**src/rtl/countdown_timer.sv**
```systemverilog
`timescale 1ns/1ps
// countdown_timer: mm:ss.cc countdown driven by two debounced board keys.
// Loads a clamped BCD preset, counts down in fixed tick steps and
// raises an alarm (led_done plus a one-cycle done_pulse) on reaching zero.

// ---------------------------------------------------------------------------
// countdown_key: synchronizer + debouncer for one active-low board key.
// press_o is a one-cycle pulse when the accepted level falls from 1 to 0.
// ---------------------------------------------------------------------------
module countdown_key #(
    parameter int DEBOUNCE_CYCLES = 255
) (
    input  logic clk,
    input  logic rst,
    input  logic key_raw_i,
    output logic press_o
);
    logic       sync1_q;
    logic       sync2_q;
    logic       level_q;
    logic       level_d;
    logic [8:0] cnt_q;
    logic [8:0] cnt_d;
    logic       press_q;
    logic       press_d;

    // Two-flop synchronizer; a released key idles high.
    always_ff @(posedge clk or posedge rst) begin
        if (rst) begin
            sync1_q <= 1'b1;
            sync2_q <= 1'b1;
        end else begin
            sync1_q <= key_raw_i;
            sync2_q <= sync1_q;
        end
    end

    // Count samples that disagree with the accepted level; flip once enough
    // consecutive disagreeing samples have been seen.
    always_comb begin
        level_d = level_q;
        cnt_d   = 9'd0;
        press_d = 1'b0;
        if (sync2_q != level_q) begin
            if (cnt_q == 9'(DEBOUNCE_CYCLES - 1)) begin
                level_d = sync2_q;
                press_d = ~sync2_q;
            end else begin
                cnt_d = cnt_q + 9'd1;
            end
        end
    end

    // Debounce state and registered press strobe.
    always_ff @(posedge clk or posedge rst) begin
        if (rst) begin
            level_q <= 1'b1;
            cnt_q   <= 9'd0;
            press_q <= 1'b0;
        end else begin
            level_q <= level_d;
            cnt_q   <= cnt_d;
            press_q <= press_d;
        end
    end

    assign press_o = press_q;
endmodule

// ---------------------------------------------------------------------------
// countdown_timer top
// ---------------------------------------------------------------------------
module countdown_timer #(
    parameter int TICK_CYCLES     = 500000,
    parameter int DEBOUNCE_CYCLES = 255
) (
    input  logic       clk,
    input  logic       key_reset,
    input  logic       key_start_pause,
    input  logic       key_load,
    input  logic [3:0] preset_min_high,
    input  logic [3:0] preset_min_low,
    input  logic [3:0] preset_sec_high,
    input  logic [3:0] preset_sec_low,
    output logic [3:0] minute_high,
    output logic [3:0] minute_low,
    output logic [3:0] second_high,
    output logic [3:0] second_low,
    output logic [3:0] csecond_high,
    output logic [3:0] csecond_low,
    output logic       led_run,
    output logic       led_done,
    output logic       done_pulse
);
    localparam int TICK_W = (TICK_CYCLES > 1) ? $clog2(TICK_CYCLES) : 1;
    localparam logic [TICK_W-1:0] TICK_LAST = TICK_W'(TICK_CYCLES - 1);

    typedef enum logic [1:0] {
        ST_IDLE  = 2'd0,
        ST_RUN   = 2'd1,
        ST_PAUSE = 2'd2,
        ST_DONE  = 2'd3
    } state_t;

    state_t state_q;
    state_t state_d;
    state_t post_load_state;

    // Digit index 0 is csecond_low, index 5 is minute_high.
    logic [3:0]        digit_q [6];
    logic [3:0]        digit_d [6];
    logic [3:0]        digit_dec [6];
    logic [3:0]        preset_raw [6];
    logic [3:0]        preset_clamped [6];
    logic [6:0]        borrow;
    logic [5:0]        cur_nz;
    logic [5:0]        dec_nz;
    logic [5:0]        pre_nz;
    logic [TICK_W-1:0] tick_q;
    logic [TICK_W-1:0] tick_d;
    logic              load_take;
    logic              post_load_zero;
    logic              done_pulse_d;
    logic              done_pulse_q;
    logic              led_run_q;
    logic              led_done_q;
    logic [1:0]        key_raw;
    logic [1:0]        key_press;
    logic              start_evt;
    logic              load_evt;

    // Key paths: index 0 is start/pause, index 1 is load.
    assign key_raw = {key_load, key_start_pause};

    genvar gi;
    generate
        for (gi = 0; gi < 2; gi++) begin : g_key
            countdown_key #(
                .DEBOUNCE_CYCLES(DEBOUNCE_CYCLES)
            ) u_key (
                .clk      (clk),
                .rst      (key_reset),
                .key_raw_i(key_raw[gi]),
                .press_o  (key_press[gi])
            );
        end
    endgenerate

    assign start_evt = key_press[0];
    assign load_evt  = key_press[1];

    // Hundredths always load as zero.
    assign preset_raw[0] = 4'd0;
    assign preset_raw[1] = 4'd0;
    assign preset_raw[2] = preset_sec_low;
    assign preset_raw[3] = preset_sec_high;
    assign preset_raw[4] = preset_min_low;
    assign preset_raw[5] = preset_min_high;

    // Per-digit clamp, BCD decrement with borrow chain, and nonzero flags.
    // Tens-of-seconds rolls over to 5; every other digit rolls over to 9.
    assign borrow[0] = 1'b1;
    generate
        for (gi = 0; gi < 6; gi++) begin : g_digit
            localparam logic [3:0] LIMIT = (gi == 3) ? 4'd5 : 4'd9;

            assign preset_clamped[gi] = (preset_raw[gi] > LIMIT) ? LIMIT : preset_raw[gi];

            assign digit_dec[gi] = !borrow[gi]          ? digit_q[gi] :
                                   (digit_q[gi] == 4'd0) ? LIMIT :
                                                           digit_q[gi] - 4'd1;
            assign borrow[gi + 1] = borrow[gi] & (digit_q[gi] == 4'd0);

            assign cur_nz[gi] = |digit_q[gi];
            assign dec_nz[gi] = |digit_dec[gi];
            assign pre_nz[gi] = |preset_clamped[gi];
        end
    endgenerate

    // State register.
    always_ff @(posedge clk or posedge key_reset) begin
        if (key_reset) begin
            state_q <= ST_IDLE;
        end else begin
            state_q <= state_d;
        end
    end

    // Next state, digits and tick counter. Load is resolved first and the
    // start/pause key then acts on the post-load state of the same cycle.
    always_comb begin
        state_d         = state_q;
        tick_d          = tick_q;
        done_pulse_d    = 1'b0;
        load_take       = 1'b0;
        post_load_state = state_q;
        post_load_zero  = ~|cur_nz;
        for (int i = 0; i < 6; i++) begin
            digit_d[i] = digit_q[i];
        end

        if (load_evt && (state_q != ST_RUN)) begin
            load_take       = 1'b1;
            post_load_state = ST_IDLE;
            post_load_zero  = ~|pre_nz;
            for (int i = 0; i < 6; i++) begin
                digit_d[i] = preset_clamped[i];
            end
        end

        state_d = post_load_state;
        if (start_evt) begin
            case (post_load_state)
                ST_IDLE:  if (!post_load_zero) state_d = ST_RUN;
                ST_RUN:   state_d = ST_PAUSE;
                ST_PAUSE: state_d = ST_RUN;
                default:  state_d = post_load_state;
            endcase
        end

        // The tick phase advances on every cycle spent in RUN, including the
        // cycle in which a pause is accepted, and is kept while paused.
        case (state_q)
            ST_RUN: begin
                if (tick_q == TICK_LAST) begin
                    tick_d = '0;
                    for (int i = 0; i < 6; i++) begin
                        digit_d[i] = digit_dec[i];
                    end
                    if (~|dec_nz) begin
                        state_d      = ST_DONE;
                        done_pulse_d = 1'b1;
                    end
                end else begin
                    tick_d = tick_q + TICK_W'(1);
                end
            end
            ST_PAUSE: tick_d = load_take ? '0 : tick_q;
            default:  tick_d = '0;
        endcase
    end

    // Datapath and registered outputs.
    always_ff @(posedge clk or posedge key_reset) begin
        if (key_reset) begin
            for (int i = 0; i < 6; i++) begin
                digit_q[i] <= 4'd0;
            end
            tick_q       <= '0;
            led_run_q    <= 1'b0;
            led_done_q   <= 1'b0;
            done_pulse_q <= 1'b0;
        end else begin
            for (int i = 0; i < 6; i++) begin
                digit_q[i] <= digit_d[i];
            end
            tick_q       <= tick_d;
            led_run_q    <= (state_d == ST_RUN);
            led_done_q   <= (state_d == ST_DONE);
            done_pulse_q <= done_pulse_d;
        end
    end

    assign csecond_low  = digit_q[0];
    assign csecond_high = digit_q[1];
    assign second_low   = digit_q[2];
    assign second_high  = digit_q[3];
    assign minute_low   = digit_q[4];
    assign minute_high  = digit_q[5];
    assign led_run      = led_run_q;
    assign led_done     = led_done_q;
    assign done_pulse   = done_pulse_q;
endmodule
```
**config.mk**
```make
export PLATFORM = sky130hd
export DESIGN_NAME = countdown_timer
export DESIGN_NICKNAME = d
export VERILOG_FILES = /design/src/rtl/countdown_timer.sv
export SDC_FILE = /design/constraint.sdc
export NUM_CORES = 1
export LEC_CHECK = 0
export ABC_AREA = 1
export CORE_MARGIN = 2
export CORE_UTILIZATION = 49
export DETAILED_ROUTE_END_ITERATION = 12
export HOLD_SLACK_MARGIN = 0.12
export PLACE_DENSITY_LB_ADDON = 0.15
export SETUP_SLACK_MARGIN = 0.2
export SLEW_MARGIN = 20
export SYNTH_ARGS = -nofsm -noshare
export SYNTH_HDL_FRONTEND = slang
export SYNTH_SLANG_ARGS = --single-unit
```
**constraint.sdc**
```tcl
create_clock -name clk -period 2.8 [get_ports clk]
set_clock_uncertainty 0.15 [all_clocks]
set_input_delay 0.28 -clock clk [delete_from_list [all_inputs] [get_ports clk]]
set_output_delay 0.28 -clock clk [all_outputs]
set_load 0.02 [all_outputs]
```
# ---- Word-level counts from Yosys, hierarchy flattened
# Cells that the tools add are included.
# Widths: inputs -> output; s select.
dict set report totals {
  regBits 74
  latchBits 0
  ram_bits 0
  romBits 0
  inputBits 20
  output_inout_bits 27
  word_cells 109
  mem_count 0
}
dict set report classes {
  addsub 9
  mul 0
  n_div 0
  n_lt_le_gt_ge 4
  n_eq_ne 13
  n_shift 0
  muxes 41
  bitwise_logic 6
  n_reduce_logical 15
}
# op count
set ops {}
lappend ops {{$mux 24} 3}
lappend ops {{$mux 4} 15}
lappend ops {{$reduce_or 24->1} 2}
lappend ops {{$mux 19} 2}
lappend ops {{$pmux 19 s2} 1}
lappend ops {{$mux 9} 4}
lappend ops {{$logic_not 4->1} 6}
lappend ops {{$sub 4x1->4 const B} 6}
lappend ops {{$add 19x1->19 const B} 1}
lappend ops {{$eq 19x19->1 const B} 1}
lappend ops {{$add 9x1->9 const B} 2}
lappend ops {{$eq 9x8->1 const B} 2}
lappend ops {{$reduce_or 16->1} 1}
lappend ops {{$gt 4x4->1 const B} 3}
lappend ops {{$mux 2} 6}
lappend ops {{$mux 1} 9}
lappend ops {{$eq 2x1->1 const B} 3}
lappend ops {{$eq 2x2->1 const B} 3}
lappend ops {{$pmux 2 s3} 1}
lappend ops {{$and 1x1->1} 4}
lappend ops {{$gt 4x3->1 const B} 1}
lappend ops {{$reduce_and 2->1} 2}
lappend ops {{$logic_not 1->1} 2}
lappend ops {{$logic_not 2->1} 1}
lappend ops {{5 further kinds} 7}

# ---- Logic depth before layout (Yosys ltp)
# Gate-level depths: netlist (run 1).
dict set report depth {
  depth_word 12
  mapped_depth 14
  mapped_depth_nobuf 14
}

# ---- Cells and area by module
# Synthesis (run 1) repeated with hierarchy kept, for this count alone.
dict set report unflattened {
  cells_unflattened 575
  hier_area_um2 4383.0
}
# module instances cells_each area_per_inst_um2 seq_area_each_um2
set modules_own_cells {}
lappend modules_own_cells {countdown_timer 1 435 3129.3 1201.2}
lappend modules_own_cells {countdown_key 2 70 626.9 329.1}

# ---- Worst setup path after synthesis (run 1)
# OpenSTA, ideal clock, no wires.
dict set report synth_path {
  kind {register -> register}
  startpoint {reg digit_q (netlist bit second_high[3])}
  endpoint {reg led_run_q, in the netlist led_run}
  setup_ns 0.129
  arrival_ns 1.675
  slack_ns 0.846
  path_stages_with_launch 11
  synth_period_minus_slack_ns 1.954
  cell_sequence {dfrtp_1 or2_2 nor2_8 nand3_4 nor2_4 xor2_2 nand2_1 nor2_2 nand3_2 nand2_2 nor2_1}
}
dict set report synth_between {
  elab_chain_len 10
  word_cells_on_any_way 19
  classes_between {add/sub (1); eq/ne (1); mux (11); bitwise (2); reduce/logical (4)}
}
# element line
set synth_rtl {}
lappend synth_rtl {{from (decl)} 110} ;# logic [3:0] digit_q [6];
lappend synth_rtl {{from (signal, indexed assignment)} 255} ;# digit_q[i] <= digit_d[i];
lappend synth_rtl {{parallel branches: the longest is 8 deep, another holds $sub 4x1->4} n/a}
lappend synth_rtl {{$mux 2 (*)} 223} ;# case (state_q)
lappend synth_rtl {{named net state_d[1]} 106} ;# state_t state_d;
lappend synth_rtl {{$eq 2x1->1 (*)} 258} ;# led_run_q <= (state_d == ST_RUN);
lappend synth_rtl {{to (signal assigned)} 258}
lappend synth_rtl {{to (decl)} 125} ;# logic led_run_q;
# Mark *: on every way through the listed nets, which the timed path passes.
# A chain may end at the register's enable or synchronous reset.

==> flow_summary.json, run 1 <==
{
  "layout_min_cycle_time_ns": 2.18,
  "grt_pass1_wl_um": 16500,
  "grt_max_degree": 75,
  "rsz0062_at_grt": "false",
  "synth_compound_area_share_pct": 12.4,
  "critical_path_class": "reg2reg",
  "critPathCaptureType": "register",
  "crit_chain": "ha_1 > nand4_2 > nor2_1 > nand3_1 > buf_4 > nor2_1 > nand3_1 > nand2_1 > nor2_1",
  "synth_xor_area_share_pct": 2.02,
  "cts_setup_buffers": 0,
  "vias": 3833,
  "relSlewSlack_pct": 74.2,
  "ff2ff_path_depth": 9,
  "synth-seq-cells": 74,
  "synth_cells": 547,
  "worstSetupPathDepth": 9,
  "clkLatencyLatePin_ns": 0.34,
  "rows": 34,
  "die_w_um": 97.3,
  "synth-simple-area-share_pct": 32.2,
  "dieArea_sq_um": 9470,
  "wl_um": 9440,
  "startpoint_type": "register",
  "worst_slew_pin_slew_ns": 0.383,
  "diodes": 0,
  "critPathMaxStageDelay_ns": 0.45,
  "dp.cells": 696,
  "nets": 624,
  "gp_congestion": 0.878,
  "cpMaxStageDelayCell": "dfrtp_1",
  "layout_commonest_cell": "nand2_1",
  "finalNonFillerCells": 712,
  "postCtsHoldBufs": 0,
  "cp_max_fo": 18,
  "die_h_um": 97.3,
  "setup_viol": 0,
  "cap_viol_max_count": 0,
  "post-route-period-util_pct": 78.0,
  "initial_core_util_pct": 49.7,
  "cts_resized": 0,
  "overflow": 0,
  "cts_made_buffers": 9,
  "syn_to_final_growth_pct": 18.2,
  "ys.flop_type": "dfrtp_1",
  "p_leak_nw": 2.30,
  "wl_per_cell_um": 13.3,
  "grt.total_usage_pct": 21.1,
  "status": "completed",
  "clk_pin_slew_worst_paths_ns": 0.08,
  "first_iter_violations": 193,
  "dpl.hpwl_um": 6950,
  "grt_pass1_vias": 3615,
  "cts_tree": "built",
  "synth_seq_area_share_pct": 43.6,
  "path_delay_family": "simple AND/OR/NAND/NOR gates",
  "final_antenna_net_count": 0,
  "crit_required_ns": 2.89,
  "cp_common_cell": "nor2_1",
  "ios": 47,
  "synth-async-reset-ratio_pct": 100,
  "via_per_inst": 5.38,
  "synthMuxAreaShare_pct": 0.235,
  "preCtsSetupSlack_ns": 0.637,
  "hold_class": "in2async",
  "io_buffers": 46,
  "drtPass1Iterations": 5,
  "finalHoldViolCount": 0,
  "peakVddDrop_uv": 244,
  "antenna_found_initial": 0,
  "path_buf_inv": 1,
  "htreeDepth": 3,
  "drc_errors": 0,
  "synth.distinct_cells": 47,
  "synth_fa_ha_area_share_pct": 1.47,
  "setup_tns_ns": 0,
  "drive_gt1_share_pct": 10.1,
  "finalWorstSetupSlack_ns": 0.617,
  "drv_slew": 0,
  "clk_path_buf_depth": 2,
  "max_freq_mhz": 458,
  "crit_arrival_ns": 2.27,
  "fp.coreArea_sq_um": 8590,
  "syn_nets": 572,
  "synth_top_family_by_area": "simple AND/OR/NAND/NOR gates",
  "synth_edf_count": 0,
  "root_buffer": "clkbuf_8",
  "avgSynthCellArea_sq_um": 7.80,
  "final_cell_mix": "nand2_1 (102), inv_1 (75), dfrtp_1 (68), nor2_1 (67), clkdlybuf4s50_1 (46)",
  "synthesis.area_sq_um": 4270,
  "ys_warn_count": 0,
  "clock_sinks": 74,
  "powerDensity_nw_per_um2": 392
}
==> logic make-up (layout without fill, tap and decap cells) <==
family,count (synthesis),in the layout
AOI/OAI and AO/OA,89,89
buffers and inverters,89,146
muxes,1,1
DFF,74,74
and+or+nand+nor,280,280
adders and majority gates,5,5
xor gates and xnor gates,9,9
==> report_power, final <==
| group | internal [mW] | switching, mW |
|---|---|---|
| Sequential | 1.08 | 0.0114 |
| Combinational | 0.0437 | 0.0510 |
| Clock | 0.411 | 0.378 |
| Total | 1.54 | 0.440 |
==> Yosys cell counts (2+ instances only) <==
library cell | count | share of area, %
nand2_1 | 102 | 9.0
inv_1 | 76 | 6.7
dfrtp_1 | 68 | 40
nor2_1 | 67 | 5.9
nand3_1 | 41 | 4.8
o21ai_0 | 32 | 3.8
a21oi_1 | 18 | 2.1
nor3_1 | 17 | 2.0
nor2_2 | 12 | 1.8
nand4_1 | 11 | 1.6
o21ai_1 | 9 | 1.1
o221ai_1 | 7 | 1.4
buf_2 | 6 | 0.70
dfstp_2 | 6 | 3.7
xor2_1 | 6 | 1.2
ha_1 | 5 | 1.5
a31oi_1 | 4 | 0.59
nand2_2 | 4 | 0.59
nor4_1 | 4 | 0.59
o211ai_1 | 4 | 0.70
a22oi_1 | 3 | 0.53
clkbuf_1 | 3 | 0.26
inv_2 | 3 | 0.26
nand3_2 | 3 | 0.70
nor2_8 | 3 | 1.4
nor3b_1 | 3 | 0.53
o31ai_1 | 3 | 0.53
nand2_4 | 2 | 0.53
nand3_4 | 2 | 0.82
nor3_2 | 2 | 0.47
o21a_1 | 2 | 0.35
o22ai_1 | 2 | 0.29
or2_2 | 2 | 0.29
xnor2_1 | 2 | 0.41
==> routing by layer <==
layer	vias to the layer above	share of wire, %	global-route usage [%]
li1	1920	-	-
met1	1803	47	28.7
met2	99	46	33.8
met3	11	5.2	4.82
met4	0	1.1	6.41
met5	-	0	0
==> flip-flops by register name, summed over array words and instances, names as in the netlist, 4 cells and up <==
signal and count:
csecond_high 4, csecond_low 4, g_key.u_key.cnt_q 18, minute_high 4, minute_low 4, second_high 4, second_low 4, tick_q 19
==> path summary, 6_finish.rpt <==
| path | start | to | slack, ns |
|---|---|---|---|
| max | tick_q[0] | csecond_high[3] | 0.62 |
| min | key_reset | g_key[0].u_key.cnt_q[0] | 0.18 |
| max reg2reg | tick_q[0] | csecond_high[3] | 0.62 |
| min reg2reg | g_key[0].u_key.sync1_q | g_key[0].u_key.sync2_q | 0.21 |
| max in group asynchronous | key_reset | g_key[1].u_key.level_q | 1.97 |
| min in group clk | key_load | g_key[1].u_key.sync1_q | 0.20 |
==> metrics by stage <==
step | hold slack (ns) | util (%) | total power [mW] | cell area, sq um
6_report | 0.180 | 58.7 | 1.98 | 5040
5_1_grt | 0.181 | 58.7 | 2.07 | 5040
4_1_cts | 0.180 | 58.7 | 2.02 | 5040
3_5_place_dp | 0.197 | 56.6 | 1.21 | 4860
3_3_place_gp | 0.197 | 56.6 | 1.21 | 4860
2_1_floorplan | 0.134 | - | 1.16 | 4270
==> tightest hold or removal path, cell delays in order <==
cell and delay (ns):
clkdlybuf4s50_1 0.41, inv_2 0.07, buf_12 0.33
==> area by class of cell <==
cell class / instances / area, sq um
multi-input cells: 384 / 2060
fillers: 801 / 3550
clock buffers: 13 / 139
well taps: 108 / 135
flip-flops and latches: 74 / 1860
clock inverters: 3 / 40.0
inverters: 80 / 302
repair buffers: 50 / 503
(Power assumes the default switching activity.)
==> run 2: changes to the inputs <==
==> constraint.sdc (replaced) <==
create_clock -name clk -period 1.8 [get_ports clk]
set_clock_uncertainty 0.15 [all_clocks]
set_input_delay 0.18 -clock clk [delete_from_list [all_inputs] [get_ports clk]]
set_output_delay 0.18 -clock clk [all_outputs]
set_load 0.02 [all_outputs]
==> run 2 against run 1 <==
The run now ends with negative setup slack left. Final area grew 35%. Die area is the same. First-iteration DRC count rose by 39%. Non-clock buffer count rose by 144. Critical path depth up 1. Sequential power rose by 56%. Sequential share of layout area is 9.3 points lower. Flip-flop and latch count is the same. Worst setup slack worse by 0.81 ns. Utilization up 21 points. Combinational power up 110%. Critical endpoint is now tick_q[18]. Largest power group unchanged. Highest routed layer unchanged.
==> flow_summary.json, run 2 (synthesis gave the netlist of run 1 again) <==
{
  "gp_congestion": 0.941,
  "holdCritStartpoint": "g_key[0].u_key.sync1_q",
  "die_h_um": 97.3,
  "critical_path_class": "reg2reg",
  "cts_made_buffers": 9,
  "crit_arrival_ns": 2.13,
  "crit_required_ns": 1.93,
  "critPathMaxStageDelay_ns": 0.42,
  "p_sw_share_pct": 23.9,
  "setup_viol": 40,
  "nets": 769,
  "finalHoldViolCount": 0,
  "crit_chain": "ha_4 > nand4_4 > nor2_4 > buf_6 > buf_6 > nand4_1 > nor2_1 > nand2_2 > nor3_2 > a2bb2oi_1",
  "path_buf_inv": 2,
  "clkLatencyLatePin_ns": 0.36,
  "ios": 47,
  "dpl.hpwl_um": 8340,
  "finalNonFillerCells": 857,
  "peakVddDrop_uv": 428,
  "initial_core_util_pct": 49.7,
  "htreeDepth": 3,
  "wl_um": 13800,
  "post-route-period-util_pct": 111,
  "fin_util_pct": 79.4,
  "grt_pass1_vias": 4549,
  "violations": "negative setup slack",
  "first_iter_violations": 269,
  "grt_pass1_wl_um": 20400,
  "status": "finished with violations",
  "cts_tree": "built",
  "hold_class": "reg2reg",
  "final_cell_mix": "buf_4 (122), nand2_1 (83), inv_1 (62), dfrtp_1 (53), nor2_1 (46)",
  "fp.coreArea_sq_um": 8590,
  "drv_slew": 0,
  "die_w_um": 97.3,
  "p_comb_share_pct": 5.8,
  "powerDensity_nw_per_um2": 495,
  "cap_viol_max_count": 0,
  "overflow": 0,
  "drtPass1Iterations": 5,
  "top_regs": "tick_q (19), g_key.u_key.cnt_q (18)",
  "fillers": 547,
  "startpoint_type": "register",
  "pwr-share-seq_pct": 50.4,
  "clock_sinks": 74,
  "dieArea_sq_um": 9470,
  "critPathCaptureType": "register",
  "path_delay_family": "simple AND/OR/NAND/NOR gates",
  "root_buffer": "clkbuf_8",
  "drive_gt1_share_pct": 42.2,
  "r2r_start": "tick_q[1]",
  "dp.cells": 792,
  "whs_ns": 0.210,
  "grt_max_degree": 28,
  "layout_commonest_cell": "buf_4",
  "rsz0062_at_grt": "true",
  "io_buffers": 46,
  "grt.total_usage_pct": 26.5,
  "rows": 34,
  "syn_to_final_growth_pct": 59.9,
  "cp_max_fo": 4,
  "preCtsSetupSlack_ns": -0.256,
  "layout_min_cycle_time_ns": 2.00,
  "final_antenna_net_count": 0,
  "internal_power_mw": 2.57,
  "worst_slew_pin_slew_ns": 0.316,
  "cp_common_cell": "buf_6",
  "relSlewSlack_pct": 78.9,
  "multiInputGateArea_sq_um": 2550,
  "cpMaxStageDelayCell": "dfrtp_1",
  "drc_errors": 0,
  "via_per_inst": 5.45,
  "largest_reg_flops": 19,
  "p_leak_nw": 3.19,
  "vias": 4668,
  "max_freq_mhz": 501,
  "critPathLaunch": "tick_q[1]",
  "diodes": 0,
  "netSwitchingPower_uw": 806,
  "clk_path_buf_depth": 2,
  "regMostFlops": "tick_q",
  "finalWorstSetupSlack_ns": -0.198,
  "clk_pin_slew_worst_paths_ns": 0.09,
  "clockPowerShare_pct": 43.8,
  "wl_per_cell_um": 16.1,
  "seqCellArea_sq_um": 1880,
  "antenna_found_initial": 0
}
run 2: area by class of cell:
class | instances | area share [%]
multi-input combinational | 384 | 37.4
clock buffer | 10 | 1.87
clock inverter | 6 | 1.32
sequential | 74 | 27.5
tap | 108 | 1.98
timing repair inverter | 1 | 0.110
timing repair buffer | 194 | 24.8
inverter | 80 | 5.01
run 2: repair_timing:
| action | 4_1_cts | 5_1_grt |
|---|---|---|
| hold endpoints to repair | 11 | 0 |
| hold buffers | 3 | 0 |
| setup endpoints to repair | 78 | 67 |
| resized for setup | 94 | 84 |
| pin swaps | 27 | 50 |
| gates cloned | 1 | 1 |
| buffers inserted | 25 | 19 |
run 2: final timing paths:
check,end,slack (ns),cells after the start
worst max-delay path,tick_q[18],-0.20,10
worst min-delay path,g_key[0].u_key.sync2_q,0.21,0
worst max register to register,tick_q[18],-0.20,10
worst min register to register,g_key[0].u_key.sync2_q,0.21,0
max in group asynchronous,g_key[1].u_key.level_q,0.44,4
min in group asynchronous,g_key[1].u_key.cnt_q[6],0.53,3
run 2: layer usage:
layer,share of wire (%),up-vias,global-route usage (%),routed length (um)
li1,-,2210,-,-
met4,2.7,0,10.3,372
met1,39,2251,32.4,5410
met3,5.4,39,4.46,744
met5,0,-,0,0
met2,53,168,46.8,7310
run 2: power by group through the flow:
stage               logic, mW  clock network, mW  registers (mW)
CTS                     0.188               1.48            1.70
floorplan              0.0645                  0            1.73
finish                  0.196               1.48            1.70
detailed placement      0.182                  0            1.73
global placement        0.179                  0            1.73
global route            0.216               1.56            1.70
run 2: stage by stage:
| step | area, sq um | total power [mW] | TNS, ns |
|---|---|---|---|
| floorplan | 4450 | 1.80 | -0.129 |
| global placement | 5740 | 1.91 | -0.702 |
| detailed placement | 5740 | 1.91 | -1.34 |
| CTS | 6350 | 3.36 | -1.11 |
| global route | 6820 | 3.48 | -5.93 |
| finish | 6820 | 3.38 | -3.11 |
==> run 3: changes to the inputs <==
--- a/config.mk
+++ b/config.mk
@@ -9,7 +9,9 @@
 export CORE_MARGIN = 2
 export CORE_UTILIZATION = 49
 export DETAILED_ROUTE_END_ITERATION = 12
+export GPL_TIMING_DRIVEN = 0
 export HOLD_SLACK_MARGIN = 0.12
+export MAX_ROUTING_LAYER = met4
 export PLACE_DENSITY_LB_ADDON = 0.15
 export SETUP_SLACK_MARGIN = 0.2
 export SLEW_MARGIN = 20
==> run 3 against run 2 <==
Die area stayed put. Final area is 4.1% lower. The run still ends with negative setup slack left. First-iteration DRC count is 5.2% higher. Critical path type unchanged. Worst hold slack worse by 0.010 ns.
==> flow_summary.json, run 3 (synthesis gave the netlist of run 1 again) <==
{
  "p_comb_share_pct": 5.2,
  "cts_tree": "built",
  "powerDensity_nw_per_um2": 512,
  "clkLatencyLatePin_ns": 0.37,
  "violations": "negative setup slack",
  "fp.coreArea_sq_um": 8590,
  "die_w_um": 97.3,
  "top_regs": "tick_q (19), g_key.u_key.cnt_q (18)",
  "peakVddDrop_uv": 356,
  "htreeDepth": 3,
  "drive_gt1_share_pct": 39.5,
  "internal_power_mw": 2.55,
  "via_per_inst": 5.64,
  "regMostFlops": "tick_q",
  "dpl.hpwl_um": 7350,
  "status": "finished with violations",
  "wl_per_cell_um": 16.9,
  "grt_pass1_vias": 4423,
  "drc_errors": 0,
  "fin_total_pwr_mw": 3.35,
  "first_iter_violations": 283,
  "multiInputGateArea_sq_um": 2590,
  "design_area_sq_um": 6540,
  "gp_congestion": 0.917,
  "cp_max_fo": 6,
  "pwr-share-seq_pct": 50.8,
  "place_area_sq_um": 5090,
  "vias": 4539,
  "layout_min_cycle_time_ns": 2.22,
  "ios": 47,
  "rows": 34,
  "startpoint_type": "register",
  "syn_to_final_growth_pct": 53.4,
  "grt.total_usage_pct": 27.8,
  "clock_sinks": 74,
  "diodes": 0,
  "root_buffer": "clkbuf_8",
  "clk_path_buf_depth": 2,
  "initial_core_util_pct": 49.7,
  "io_buffers": 46,
  "fillers": 566,
  "final_cell_mix": "nand2_1 (83), buf_4 (63), inv_1 (60), dfrtp_1 (48), nor2_1 (44)",
  "largest_reg_flops": 19,
  "seqCellArea_sq_um": 1880,
  "relSlewSlack_pct": 54.5,
  "critical_path_class": "reg2reg",
  "finalHoldViolCount": 0,
  "finalNonFillerCells": 805,
  "worst_slew_pin_slew_ns": 0.678,
  "post-route-period-util_pct": 124,
  "clockPowerShare_pct": 44.0,
  "hold_class": "reg2reg",
  "crit_arrival_ns": 2.32,
  "antenna_found_initial": 0,
  "rsz0062_at_grt": "true",
  "max_freq_mhz": 450,
  "clk_pin_slew_worst_paths_ns": 0.08,
  "wl_um": 13600,
  "p_leak_nw": 2.95,
  "critPathCaptureType": "register",
  "setup_viol": 36,
  "finalWorstSetupSlack_ns": -0.424,
  "crit_required_ns": 1.89,
  "layout_commonest_cell": "nand2_1",
  "dieArea_sq_um": 9470,
  "nets": 717,
  "p_sw_share_pct": 24.0,
  "cap_viol_max_count": 0,
  "final_antenna_net_count": 0,
  "drv_slew": 0,
  "grt_pass1_wl_um": 20900,
  "overflow": 0,
  "grt_max_degree": 28,
  "drtPass1Iterations": 5,
  "cts_made_buffers": 9,
  "dp.cells": 703,
  "die_h_um": 97.3,
  "netSwitchingPower_uw": 803
}
-- run 3: metal layers --
layer	routed length, um	up-vias	track usage, %
li1	-	2117	-
met1	5340	2152	34.5
met2	6820	217	45.1
met3	952	53	4.96
met4	492	0	11.9
met5	0	-	-
-- run 3: final cells by class --
type	count	share of cell area, %
repair buffers	133	19.3
inverters	80	5.12
well taps	108	2.07
clock buffers	10	1.95
repair inverters	1	0.0765
flip-flops and latches	74	28.8
multi-input cells	384	39.5
clock inverters	6	1.36
plain buffers	9	1.84
-- run 3: worst paths after layout --
| kind | cells past startpoint | startpoint | to | slack [ns] |
|---|---|---|---|---|
| max | 14 | csecond_high[0] | led_run | -0.42 |
| min | 0 | g_key[0].u_key.sync1_q | g_key[0].u_key.sync2_q | 0.20 |
| max reg2reg | 14 | csecond_high[0] | led_run | -0.42 |
| min reg2reg | 0 | g_key[0].u_key.sync1_q | g_key[0].u_key.sync2_q | 0.20 |
| max in group asynchronous | 4 | key_reset | g_key[0].u_key.level_q | 0.34 |
| min in group asynchronous | 3 | key_reset | tick_q[7] | 0.66 |
-- run 3: repair_timing --
item	CTS	global route
pin swaps	35	36
gates cloned	4	1
hold buffers	3	0
hold endpoints to repair	7	0
gates resized for setup	111	79
buffers inserted	57	21
setup endpoints to repair	85	109
-- run 3: stage by stage --
stage	hold slack [ns]	setup TNS, ns	setup WS [ns]	utilization, %
after floorplan	0.0345	-0.129	-0.0985	-
after global placement	0.196	-22.60	-0.358	58.7
after detailed placement	0.197	-4.49	-0.245	59.2
after CTS	0.201	-1.82	-0.242	71.3
after global routing	0.210	-7.88	-0.520	76.2
final	0.200	-4.94	-0.424	76.2
-- run 3: power by group through the flow --
stage | registers [mW] | logic [mW] | clock network [mW]
3_3_place_gp | 1.73 | 0.142 | 0
5_1_grt | 1.71 | 0.192 | 1.56
4_1_cts | 1.70 | 0.164 | 1.48
6_report | 1.70 | 0.174 | 1.48
2_1_floorplan | 1.73 | 0.0645 | 0
3_5_place_dp | 1.73 | 0.156 | 0
-- run 3: critical path, cell delays in order, from the launching register on --
cell and delay, ns:
dfrtp_2 0.45, nor2_2 0.17, nand2_4 0.09, nor2_8 0.19
nand2_4 0.08, nand2_2 0.06, nand2_2 0.06, nor2_4 0.10
nand2_1 0.08, nor2_1 0.14, nand2_1 0.10, nor2_2 0.15
nand3_2 0.14, nand2_2 0.09, nor2_1 0.04
